`config.mk`:
```
export PLATFORM = sky130hd
export DESIGN_NAME = sng_cmp_bank_flat
export DESIGN_NICKNAME = d
export VERILOG_FILES = /design/src/rtl/sng_pkg.sv /design/src/rtl/sng_if.sv /design/src/rtl/sng_lane.sv /design/src/rtl/sng_cmp_bank.sv /design/src/flat_wrapper.sv
export SDC_FILE = /design/constraint.sdc
export NUM_CORES = 1
export LEC_CHECK = 0
export CORE_MARGIN = 2
export CORE_UTILIZATION = 40
export DETAILED_ROUTE_END_ITERATION = 10
export PLACE_DENSITY = 0.68
export SLEW_MARGIN = 5
export SYNTH_ARGS = -nofsm -noshare
export SYNTH_HDL_FRONTEND = slang
export SYNTH_SLANG_ARGS = --single-unit
```
`constraint.sdc`:
```
create_clock -name clk -period 2.49 [get_ports clk]
set_input_delay 0.249 -clock clk [delete_from_list [all_inputs] [get_ports clk]]
set_output_delay 0.249 -clock clk [all_outputs]
set_load 0.01 [all_outputs]
```
`src/rtl/sng_pkg.sv`:
```
// Shared types and build-time defaults for the stochastic number generator bank.
// NUM_RNG / INWD default from the `NUM_RNG / `INWD macros when the build provides them.
`default_nettype none

`ifndef NUM_RNG
`define NUM_RNG 4
`endif
`ifndef INWD
`define INWD 8
`endif

package sng_pkg;
  localparam int DEF_NUM_RNG = `NUM_RNG;
  localparam int DEF_INWD    = `INWD;
  localparam int STREAM_LEN  = 1 << DEF_INWD;

  typedef enum logic [1:0] {
    IDLE  = 2'd0,
    WARM  = 2'd1,
    RUN   = 2'd2,
    FLUSH = 2'd3
  } sng_state_e;

  typedef logic [DEF_INWD-1:0] op_t;
  typedef op_t op_vec_t [DEF_NUM_RNG];
endpackage

`default_nettype wire

```
`src/rtl/sng_if.sv`:
```
// Operand handshake, RNG hookup and bitstream bus of the SNG bank.
// The popcnt signal exists only when SNG_POPCNT_EN is defined.
`default_nettype none

interface sng_if #(
  parameter int NUM_RNG = sng_pkg::DEF_NUM_RNG,
  parameter int INWD    = sng_pkg::DEF_INWD
);
  logic                      in_valid;
  logic                      in_ready;
  logic [NUM_RNG*INWD-1:0]   in_op;
  logic [NUM_RNG*INWD-1:0]   rng_seq;
  logic                      rng_en;
  logic [NUM_RNG-1:0]        bs_out;
  logic                      bs_valid;
  logic                      bs_last;
`ifdef SNG_POPCNT_EN
  logic [NUM_RNG*(INWD+1)-1:0] popcnt;

  modport master (output in_valid, in_op, rng_seq,
                  input  in_ready, rng_en, bs_out, bs_valid, bs_last, popcnt);
  modport slave  (input  in_valid, in_op, rng_seq,
                  output in_ready, rng_en, bs_out, bs_valid, bs_last, popcnt);
`else
  modport master (output in_valid, in_op, rng_seq,
                  input  in_ready, rng_en, bs_out, bs_valid, bs_last);
  modport slave  (input  in_valid, in_op, rng_seq,
                  output in_ready, rng_en, bs_out, bs_valid, bs_last);
`endif
endinterface

`default_nettype wire

```
`src/rtl/sng_lane.sv`:
```
// One SNG lane: registered operand-vs-RNG compare and, with SNG_POPCNT_EN,
// a ones counter over the emitted stream.
`default_nettype none

module sng_lane
  import sng_pkg::*;
#(
  parameter int INWD = DEF_INWD
) (
  input  logic            clk,
  input  logic            rst_n,
  input  logic            cmp_en_i,
  input  logic [INWD-1:0] op_i,
  input  logic [INWD-1:0] rng_i,
`ifdef SNG_POPCNT_EN
  input  logic            clr_i,
  input  logic            bs_valid_i,
  output logic [INWD:0]   popcnt_o,
`endif
  output logic            bs_o
);
  logic bs_q;

  // Outside RUN the bit is forced low so FLUSH/IDLE never show stale data.
  always_ff @(posedge clk or negedge rst_n) begin
    if (!rst_n) begin
      bs_q <= 1'b0;
    end else begin
      bs_q <= cmp_en_i && (op_i > rng_i);
    end
  end

  assign bs_o = bs_q;

`ifdef SNG_POPCNT_EN
  logic [INWD:0] cnt_q;

  always_ff @(posedge clk or negedge rst_n) begin
    if (!rst_n) begin
      cnt_q <= '0;
    end else if (clr_i) begin
      cnt_q <= '0;
    end else if (bs_valid_i && bs_q) begin
      cnt_q <= cnt_q + 1'b1;
    end
  end

  assign popcnt_o = cnt_q;
`endif
endmodule

`default_nettype wire

```
`src/rtl/sng_cmp_bank.sv`:
```
// SNG bank: latches NUM_RNG operands, warms up the Sobol RNG, then emits a
// 2^INWD-bit unary stream per lane. Optional per-lane popcount: SNG_POPCNT_EN.
`default_nettype none

module sng_cmp_bank
  import sng_pkg::*;
#(
  parameter int NUM_RNG  = DEF_NUM_RNG,
  parameter int INWD     = DEF_INWD,
  parameter int WARM_CYC = 2 + DEF_NUM_RNG
) (
  input logic clk,
  input logic rst_n,
  sng_if.slave bus
);
  localparam int WW = (WARM_CYC > 1) ? $clog2(WARM_CYC) : 1;

  sng_state_e              state_q, state_d;
  logic [NUM_RNG*INWD-1:0] op_q, op_d;
  logic [WW-1:0]           warm_cnt_q, warm_cnt_d;
  logic [INWD-1:0]         run_cnt_q, run_cnt_d;
  logic                    bs_valid_q, bs_last_q;
  logic                    accept;
  logic                    run_last;
  logic [NUM_RNG-1:0]      bs_w;

  assign accept   = bus.in_valid && (state_q == IDLE);
  assign run_last = (state_q == RUN) && (&run_cnt_q);

  always_comb begin
    state_d    = state_q;
    op_d       = op_q;
    warm_cnt_d = warm_cnt_q;
    run_cnt_d  = run_cnt_q;
    case (state_q)
      IDLE: begin
        if (accept) begin
          op_d       = bus.in_op;
          warm_cnt_d = '0;
          run_cnt_d  = '0;
          state_d    = (WARM_CYC == 0) ? RUN : WARM;
        end
      end
      WARM: begin
        warm_cnt_d = warm_cnt_q + 1'b1;
        if (int'(warm_cnt_q) == WARM_CYC - 1) begin
          run_cnt_d = '0;
          state_d   = RUN;
        end
      end
      RUN: begin
        // INWD-bit counter wraps to 0 on the final bit by construction.
        run_cnt_d = run_cnt_q + 1'b1;
        if (&run_cnt_q) begin
          state_d = FLUSH;
        end
      end
      FLUSH: begin
        state_d = IDLE;
      end
      default: begin
        state_d = IDLE;
      end
    endcase
  end

  always_ff @(posedge clk or negedge rst_n) begin
    if (!rst_n) begin
      state_q    <= IDLE;
      op_q       <= '0;
      warm_cnt_q <= '0;
      run_cnt_q  <= '0;
      bs_valid_q <= 1'b0;
      bs_last_q  <= 1'b0;
    end else begin
      state_q    <= state_d;
      op_q       <= op_d;
      warm_cnt_q <= warm_cnt_d;
      run_cnt_q  <= run_cnt_d;
      bs_valid_q <= (state_q == RUN);
      bs_last_q  <= run_last;
    end
  end

`ifdef SNG_POPCNT_EN
  logic [NUM_RNG*(INWD+1)-1:0] popcnt_w;
  assign bus.popcnt = popcnt_w;
`endif

  for (genvar i = 0; i < NUM_RNG; i++) begin : g_lane
    sng_lane #(.INWD(INWD)) u_lane (
      .clk        (clk),
      .rst_n      (rst_n),
      .cmp_en_i   (state_q == RUN),
      .op_i       (op_q[i*INWD +: INWD]),
      .rng_i      (bus.rng_seq[i*INWD +: INWD]),
`ifdef SNG_POPCNT_EN
      .clr_i      (accept),
      .bs_valid_i (bs_valid_q),
      .popcnt_o   (popcnt_w[i*(INWD+1) +: INWD+1]),
`endif
      .bs_o       (bs_w[i])
    );
  end

  assign bus.in_ready = (state_q == IDLE);
  assign bus.rng_en   = (state_q == WARM) || (state_q == RUN);
  assign bus.bs_out   = bs_w;
  assign bus.bs_valid = bs_valid_q;
  assign bus.bs_last  = bs_last_q;
endmodule

`default_nettype wire

```
`src/flat_wrapper.sv`:
```
// flat-port wrapper written by rule: the top's interface ports become plain ports
module sng_cmp_bank_flat import sng_pkg::*;
#(
  parameter int NUM_RNG  = DEF_NUM_RNG,
  parameter int INWD     = DEF_INWD,
  parameter int WARM_CYC = 2 + DEF_NUM_RNG
)
  (clk, rst_n, bus_in_valid, bus_in_op, bus_rng_seq, bus_in_ready, bus_rng_en, bus_bs_out, bus_bs_valid, bus_bs_last);
  sng_if #(.NUM_RNG(NUM_RNG), .INWD(INWD)) bus_i ();
  input logic clk;
  input logic rst_n;
  input wire logic [$bits(bus_i.in_valid)-1:0] bus_in_valid;
  input wire logic [$bits(bus_i.in_op)-1:0] bus_in_op;
  input wire logic [$bits(bus_i.rng_seq)-1:0] bus_rng_seq;
  output wire logic [$bits(bus_i.in_ready)-1:0] bus_in_ready;
  output wire logic [$bits(bus_i.rng_en)-1:0] bus_rng_en;
  output wire logic [$bits(bus_i.bs_out)-1:0] bus_bs_out;
  output wire logic [$bits(bus_i.bs_valid)-1:0] bus_bs_valid;
  output wire logic [$bits(bus_i.bs_last)-1:0] bus_bs_last;
  assign bus_i.in_valid = bus_in_valid;
  assign bus_i.in_op = bus_in_op;
  assign bus_i.rng_seq = bus_rng_seq;
  assign bus_in_ready = bus_i.in_ready;
  assign bus_rng_en = bus_i.rng_en;
  assign bus_bs_out = bus_i.bs_out;
  assign bus_bs_valid = bus_i.bs_valid;
  assign bus_bs_last = bus_i.bs_last;
  sng_cmp_bank #(.NUM_RNG(NUM_RNG), .INWD(INWD), .WARM_CYC(WARM_CYC)) u_core (.clk(clk), .rst_n(rst_n), .bus(bus_i));
endmodule
```
=== Word level (Yosys, flattened, before mapping) ===
Cells that the tools add are included.

* Output and inout port bits: 8
* Input bits: 67
* Logic and storage cells: 47
* Register bits: 51

* $lt $le $gt $ge: 4
* Add/subtract/negate cells: 2
* Reduce and logical (&&, ||, !) cells: 15
* Eq/ne operators: 7
* Mux-type cells: 9

{| class="wikitable"
|+ Operators by type and width
! kind !! count
|-
| 8-bit greater-than comparator || 4
|-
| 8-bit case mux with 3 select lines || 1
|-
| 8-bit 2-to-1 mux || 2
|-
| 8-bit by 1-bit adder with 8-bit output (second input constant) || 1
|-
| 2-bit case mux with 4 select lines || 1
|-
| 8-bit AND reduction || 1
|-
| 1-bit logical AND || 6
|-
| 2-bit 2-to-1 mux || 3
|-
| 2-bit by 1-bit inequality test with 1-bit output (second input constant) || 3
|-
| 3-bit case mux with 2 select lines || 1
|-
| 3-bit AND reduction || 2
|-
| 2-bit equality test (second input constant) || 2
|-
| 2-bit AND reduction || 2
|-
| 3-bit by 1-bit adder with 3-bit output (second input constant) || 1
|-
| 3-bit equality test (second input constant) || 1
|-
| 3-bit 2-to-1 mux || 1
|-
| 3-bit nonzero test || 1
|-
| 2-bit by 1-bit equality test with 1-bit output (second input constant) || 1
|-
| 2-bit logical NOT || 1
|-
| 2-bit nonzero test || 1
|-
| 1-bit logical OR || 1
|}

=== Longest topological paths before layout ===
Gate-level depths: netlist of run 1.

* Depth in word-level cells: 4
* Mapped depth: 7
* Mapped depth without buffers: 6

=== Hierarchy ===
Synthesis of run 1 repeated with hierarchy kept, for this count alone.

* Cells, all modules: 267
* Area total of the unflattened synthesis: 2897.8 µm²

{| class="wikitable"
|+ By module, submodules not included
! module !! cells an instance !! seq. area each (µm²) !! times used !! area an instance (µm²)
|-
| sng_cmp_bank || 155 || 1176.1 || 1 || 2006.9
|-
| sng_lane || 28 || 25.0 || 4 || 222.7
|}

=== Least setup slack after synthesis of run 1 ===
No wires, ideal clock.

* Kind: flip-flop to flip-flop
* Start point: register u_core.state_q[0]
* End point: register u_core.run_cnt_q[5]
* Slack: 0.827 ns
* Arrival: 1.542 ns
* Setup time: 0.121 ns
* Buffers on the path: 1
* Cell stages (with the launch flop): 7
* Data required time: 2.369 ns
* Clock period less this slack: 1.663 ns
* Cell sequence: dfrtp_1 -> inv_1 -> ha_1 -> nor2b_1 -> or3_1 -> buf_2 -> a22o_1

* Word-level cells in the longest chain between the ends: 4
* Elaborated cells between the ends (all ways): 9
* Classes of those cells: 4 x eq/ne; 1 x mux; 4 x reduce/logical

{| class="wikitable"
|+ RTL lines
! item !! RTL line !! source
|-
| from (decl) || sng_cmp_bank.sv:18 || <nowiki>sng_state_e state_q, state_d;</nowiki>
|-
| from (signal assigned) || sng_cmp_bank.sv:76 || <nowiki>state_q <= state_d;</nowiki>
|-
| 2-bit logical NOT * || -- ||
|-
| net bus_in_ready || flat_wrapper.sv:15 || <nowiki>output wire logic [$bits(bus_i.in_ready)-1:0] bus_in_ready;</nowiki>
|-
| 1-bit logical AND || sng_cmp_bank.sv:27 || <nowiki>assign accept = bus.in_valid && (state_q == IDLE);</nowiki>
|-
| 2-bit by 1-bit inequality test with 1-bit output (no line) || -- ||
|-
| 3-bit AND reduction (no line) || -- ||
|-
| to (signal assigned) || sng_cmp_bank.sv:79 || <nowiki>run_cnt_q <= run_cnt_d;</nowiki>
|-
| to (decl) || sng_cmp_bank.sv:21 || <nowiki>logic [INWD-1:0] run_cnt_q, run_cnt_d;</nowiki>
|}

Mark *: on every way through the listed nets, which the timed path passes. The rest lies on a longest branch.
A chain may end at the register's enable or synchronous reset.

=== Final worst setup path of run 1 ===
* Start point: register u_core.state_q[1]
* End point: output port bus_in_ready

* Word-level cells in the longest chain between the ends: 1

{| class="wikitable"
|+ RTL lines
! item !! RTL line !! source
|-
| 2-bit logical NOT || sng_cmp_bank.sv:106 || <nowiki>assign bus.in_ready = (state_q == IDLE);</nowiki>
|-
| to (decl) || flat_wrapper.sv:15 ||
|}

No other way between the ends.

==> impl_metrics.toml, run 1 <==
[clock_tree]
cts.sinks = 51
post-cts-setup-buffers = 0
clk_latency_ns = 0.30
ctsResizeCount = 0
cts_tree = "built"
clockBufferDepth = 2
cts_hold_buf = 0
cts-root-buf = "clkbuf_8"
clk_pin_slew_ns = 0.09
numCtsBuffers = 5
cts.htree.levels = 2

[setup_path]
slowest_stage = "clkdlybuf4s50_1"
cp_data_arrival_time_ns = 1.63
r2r_end = "u_core.run_cnt_q[6]$_DFFE_PN0P_"
regToRegSetupSlack_ns = 0.73
worst-path-buf-inv = 2
endpoint_kind = "output pin"
startpoint_type = "flop"
path_class = "reg -> out"
crit_family = "buffers and inverters"
worst-path-stages = 3
path_cells = "inv_1, ha_1, clkdlybuf4s50_1"
r2r_cells = 6
timing.rr.start = "u_core.state_q[1]$_DFFE_PN0P_"
cp_slowest_stage_delay_ns = 0.58
critical_path_required_ns = 2.24
worstPathMaxFanout = 6
critPathLaunch = "u_core.state_q[1]$_DFFE_PN0P_"
cp-endpoint = "bus_in_ready"

[finish]
nets = 448
antenna_cells = 0
area_growth_pct = 31.3
fin_util = 0.534
stdcell_area_sq_um = 3810
drive_above_1_share = 0.117

[timing]
fin_setup_tns_ns = 0
fin_ws_ns = 0.615
finalCriticalPeriod_ns = 1.88
fin_worst_skew_ns = 0.00877
worst_pin_slew_ns = 0.662
grt_setup_unrepaired = "false"
relSlewSlack = 0.558
finalCritPeriodShare = 0.753
setup_viol = 0
drv_slew = 0
hold_violations = 0
fmax_ghz = 0.533

[floorplanning]
die_y_microns = 89.2
initial_core_util = 0.407
die_area_sq_um = 7950
rows = 31
coreArea_sq_um = 7140
ios = 75
die_x_microns = 89.2

[synth]
async_reset_ff_frac = 1.00
syn_inst = 267
ys_warn_count = 0
synth_top_area_share = 0.440
muxShareOfSynthArea = 0.132
avgSynthCellArea_sq_um = 10.9
ys.flop_type = "dfrtp_1"
synthAdderAreaFrac = 0.168
yosys.area_share.xor_xnor = 0
synthesis.nets = 373
yosysSeqAreaShare = 0.440
synth-compound-area-share = 0.109
synth-seq-cells = 51
synth_top_family_by_area = "adder cells"
syn_area_sq_um = 2900
synth_edf_count = 0
synth_top_area_cell = "dfrtp_1"
yosysUniqueCellTypes = 33
synthSimpleGateAreaFrac = 0.0849
netlist_top_cells_area = "dfrtp_1 44%, ha_1 17%, mux2_2 10%, inv_1 4.8%, mux2_1 2.7%"

[placed_design]
place_ws_ns = 0.704
gp_congestion = 0.804
hpwlAfterDp_microns = 4130
port_buffers = 74
place_area_sq_um = 3730

[routing]
ant_nets = 0
viasPerCell = 4.92
drt-initial-drc-count = 33
drt-total-wl_microns = 5490
route.detailed.drc = 0
firstDrtPassIters = 4
wl_per_cell_microns = 12.4
vias = 2174

[grt]
grt_pass1_wl_microns = 9110
grt_pass1_vias = 2090
grt_max_degree = 52
antenna_found_initial = 0
grt-ovfl-total = 0
grt.total_usage = 0.149

[status]
run_status = "finished clean"

[pwr]
peakVddDrop_uv = 206
powerDensity_nw_per_um2 = 382
p_leak_uw = 0.00192

[worst_hold_path]
worst_hold_path_type = "in -> async"

[run]
maxCapViolCount = 0
## where the power goes
group | leakage, uW | internal (uW) | switching [uW]
clock network | 0.0000422 | 198 | 265
registers | 0.000673 | 828 | 0.0481
logic | 0.00120 | 110 | 55.6
total | 0.00192 | 1140 | 321
## final cells by class
type,count,area (sq um)
Fill cell,686,3320
Inverter,37,139
Multi-Input combinational cell,170,1430
Timing Repair Buffer,77,758
Sequential cell,51,1280
Tap cell,99,124
Clock inverter,1,5.00
Clock buffer,7,76.3
## routing by layer
metal,global-route usage,share of wire,up-vias
met5,0,0,-
met4,0.0407,0.011,0
met3,0.0397,0.063,6
met2,0.255,0.47,59
met1,0.187,0.46,1030
li1,-,-,1079
## how the worst min path moves through the flow
stage | end | slack [ns] | startpoint
after global placement | u_core.op_q[17]$_DFFE_PN0P_ | 0.41 | rst_n
after global routing | u_core.op_q[18]$_DFFE_PN0P_ | 0.11 | rst_n
final | u_core.op_q[17]$_DFFE_PN0P_ | 0.05 | rst_n
after floorplan | u_core.bus.bs_last$_DFF_PN0_ | -0.05 | rst_n
after CTS | u_core.op_q[17]$_DFFE_PN0P_ | 0.07 | rst_n
after detailed placement | u_core.op_q[17]$_DFFE_PN0P_ | 0.42 | rst_n
## cells by family after synthesis
family | after synthesis
flops | 51
compound gates | 50
simple gates | 47
buf+inv | 46
fa+ha+maj | 39
mux | 34
## sequential cells by signal (all words and copies together), names as in the netlist
register,cells
u_core.bus.bs_last,1
u_core.state_q,2
u_core.op_q,32
u_core.g_lane.u_lane.bs_o,4
u_core.bus.bs_valid,1
u_core.run_cnt_q,8
u_core.warm_cnt_q,3
## through the flow
step,hold WS (ns),power (uW),instances
floorplan,-0.0466,881,267
global placement,0.413,1010,434
detailed placement,0.416,1010,434
CTS,0.0746,1490,442
global route,0.107,1540,442
finish,0.0467,1460,442
## placed cells by master, fill, tap and decap left out, drive strengths merged
master / Yosys / routed
a21boi: 1 / 1
a21o: 6 / 6
a21oi: 11 / 11
a22o: 2 / 2
a31oi: 3 / 3
and2: 2 / 2
buf: 8 / 4
clkbuf: 1 / 7
clkdlybuf4s50: 0 / 73
clkinv: 0 / 1
dfrtp: 51 / 51
ha: 39 / 39
inv: 37 / 37
mux2: 34 / 34
nand2: 14 / 14
nand2b: 2 / 2
nand3: 6 / 6
nand4: 10 / 10
nor2: 2 / 2
nor2b: 5 / 5
nor3: 4 / 4
o211ai: 4 / 4
o21a: 1 / 1
o21ai: 16 / 16
o21ba: 1 / 1
o2bb2ai: 1 / 1
o311ai: 1 / 1
o31ai: 2 / 2
o41ai: 1 / 1
or3: 2 / 2
## synth_stat cells, types with 3 or more instances
library cell	n
nand2_1	14
buf_2	4
inv_1	37
buf_4	4
a31oi_1	3
mux2_1	7
o211ai_1	4
nor3_1	3
o21ai_1	5
nand3_1	6
a21oi_1	11
ha_1	39
o21ai_0	10
dfrtp_1	51
mux2_2	27
nor2b_1	5
a21o_1	6
nand4_1	10
Power figures use the tool's default switching activity.
==> inputs of run 2 (changes only) <==
==> constraint.sdc (replaced) <==
create_clock -name clk -period 1.9 [get_ports clk]
set_input_delay 0.19 -clock clk [delete_from_list [all_inputs] [get_ports clk]]
set_output_delay 0.19 -clock clk [all_outputs]
set_load 0.01 [all_outputs]
==> impl_metrics.toml, run 2 (synthesis results as in run 1) <==
[grt]
grt_pass1_wl_microns = 8780
antenna_found_initial = 0
grt.total_usage = 0.142
grt_max_degree = 52
grt-ovfl-total = 0
grt_pass1_vias = 2058

[setup_path]
startpoint_type = "flop"
timing.rr.start = "u_core.state_q[0]$_DFFE_PN0P_"
critPathLaunch = "u_core.state_q[1]$_DFFE_PN0P_"
critical_path_required_ns = 1.71
worstPathMaxFanout = 4
endpoint_kind = "output pin"
cp_data_arrival_time_ns = 1.59
path_class = "reg -> out"

[floorplanning]
initial_core_util = 0.407
die_area_sq_um = 7950
die_x_microns = 89.2
coreArea_sq_um = 7140
ios = 75
rows = 31
die_y_microns = 89.2

[timing]
fin_setup_tns_ns = 0
worst_pin_slew_ns = 0.656
grt_setup_unrepaired = "false"
fin_hold_ws_ns = -0.0214
drv_slew = 0
fmax_ghz = 0.563
fin_ws_ns = 0.124
setup_viol = 0
relSlewSlack = 0.562
fin_worst_skew_ns = 0.0121
finalCritPeriodShare = 0.935
finalCriticalPeriod_ns = 1.78
hold_violations = 23

[finish]
largest_reg_flops = 32
largest_register = "u_core.op_q"
final_common_cell = "clkdlybuf4s50_1"
drive_above_1_share = 0.130
antenna_cells = 0
area_growth_pct = 33.6
final_cell_mix = "72 x clkdlybuf4s50_1, 51 x dfrtp_1, 39 x ha_1, 37 x inv_1, 27 x mux2_2"
fillers = 648
fin_util = 0.543
nets = 450

[clock_tree]
cts.htree.levels = 2
numCtsBuffers = 5
cts.sinks = 51
clockBufferDepth = 2
post-cts-setup-buffers = 0
clk_latency_ns = 0.31
cts_hold_buf = 0
clk_pin_slew_ns = 0.09
cts-root-buf = "clkbuf_8"
cts_tree = "built"

[routing]
route.detailed.drc = 0
ant_nets = 0
viasPerCell = 4.88
drt-initial-drc-count = 46
firstDrtPassIters = 4
vias = 2165
wl_per_cell_microns = 12.1
drt-total-wl_microns = 5370

[pwr]
powerDensity_nw_per_um2 = 529
p_leak_uw = 0.00197
peakVddDrop_uv = 244

[worst_hold_path]
worst_hold_path_type = "in -> async"

[placed_design]
hpwlAfterDp_microns = 4090
gp_congestion = 0.822
port_buffers = 74
place_ws_ns = 0.137

[status]
violations = "negative hold slack"
run_status = "finished, violations left"

[run]
maxCapViolCount = 0
run 2: cell type report:
| type | count | area [sq um] | area share |
|---|---|---|---|
| Clock buffer | 5 | 68.8 | 0.0177 |
| Timing Repair Buffer | 79 | 788 | 0.203 |
| Clock inverter | 3 | 43.8 | 0.0113 |
| Tap cell | 99 | 124 | 0.0319 |
| Sequential cell | 51 | 1280 | 0.329 |
| Inverter | 37 | 139 | 0.0358 |
| Multi-Input combinational cell | 170 | 1440 | 0.371 |
run 2: final timing paths:
kind                                                         end  slack (ns)  cells after the start
worst min register to register        u_core.op_q[8]$_DFFE_PN0P_        0.50                      1
worst max register to register  u_core.warm_cnt_q[2]$_DFFE_PN0P_        0.20                      6
max in group asynchronous           u_core.bus.bs_last$_DFF_PN0_        1.46                      2
worst min-delay path                 u_core.op_q[19]$_DFFE_PN0P_       -0.02                      2
worst max-delay path                                  bus_rng_en        0.12                      3
min in group clk                     u_core.op_q[13]$_DFFE_PN0P_        0.46                      2
run 2: stage by stage:
step           cell area (sq um)  power [uW]  instances
6_report                    3880        2050        444
2_1_floorplan               2900        1150        267
3_5_place_dp                3760        1320        436
4_1_cts                     3870        2100        444
3_3_place_gp                3760        1320        436
5_1_grt                     3880        2160        444
run 2: timing repair:
item,in CTS,in global routing
hold endpoints to repair,0,0
setup endpoints to repair,0,2
gates resized for setup,0,2
run 2: where the power goes:
group	internal (uW)	switching (uW)
clock network	392	362
logic	143	71.1
registers	1080	0.0683
run 2: worst max-delay path: stages, from the launching register on:
cell	delay, ns
dfrtp_1	0.39
inv_1	0.08
ha_1	0.29
clkdlybuf4s50_1	0.53
run 2: metal layers:
metal / vias to the layer above / part of all wire / track usage / wire [microns]
li1: 1086 / - / - / -
met1: 1015 / 0.47 / 0.182 / 2540
met2: 59 / 0.44 / 0.236 / 2360
met3: 5 / 0.074 / 0.0397 / 398
met4: 0 / 0.013 / 0.0407 / 71
met5: - / 0 / 0 / 0
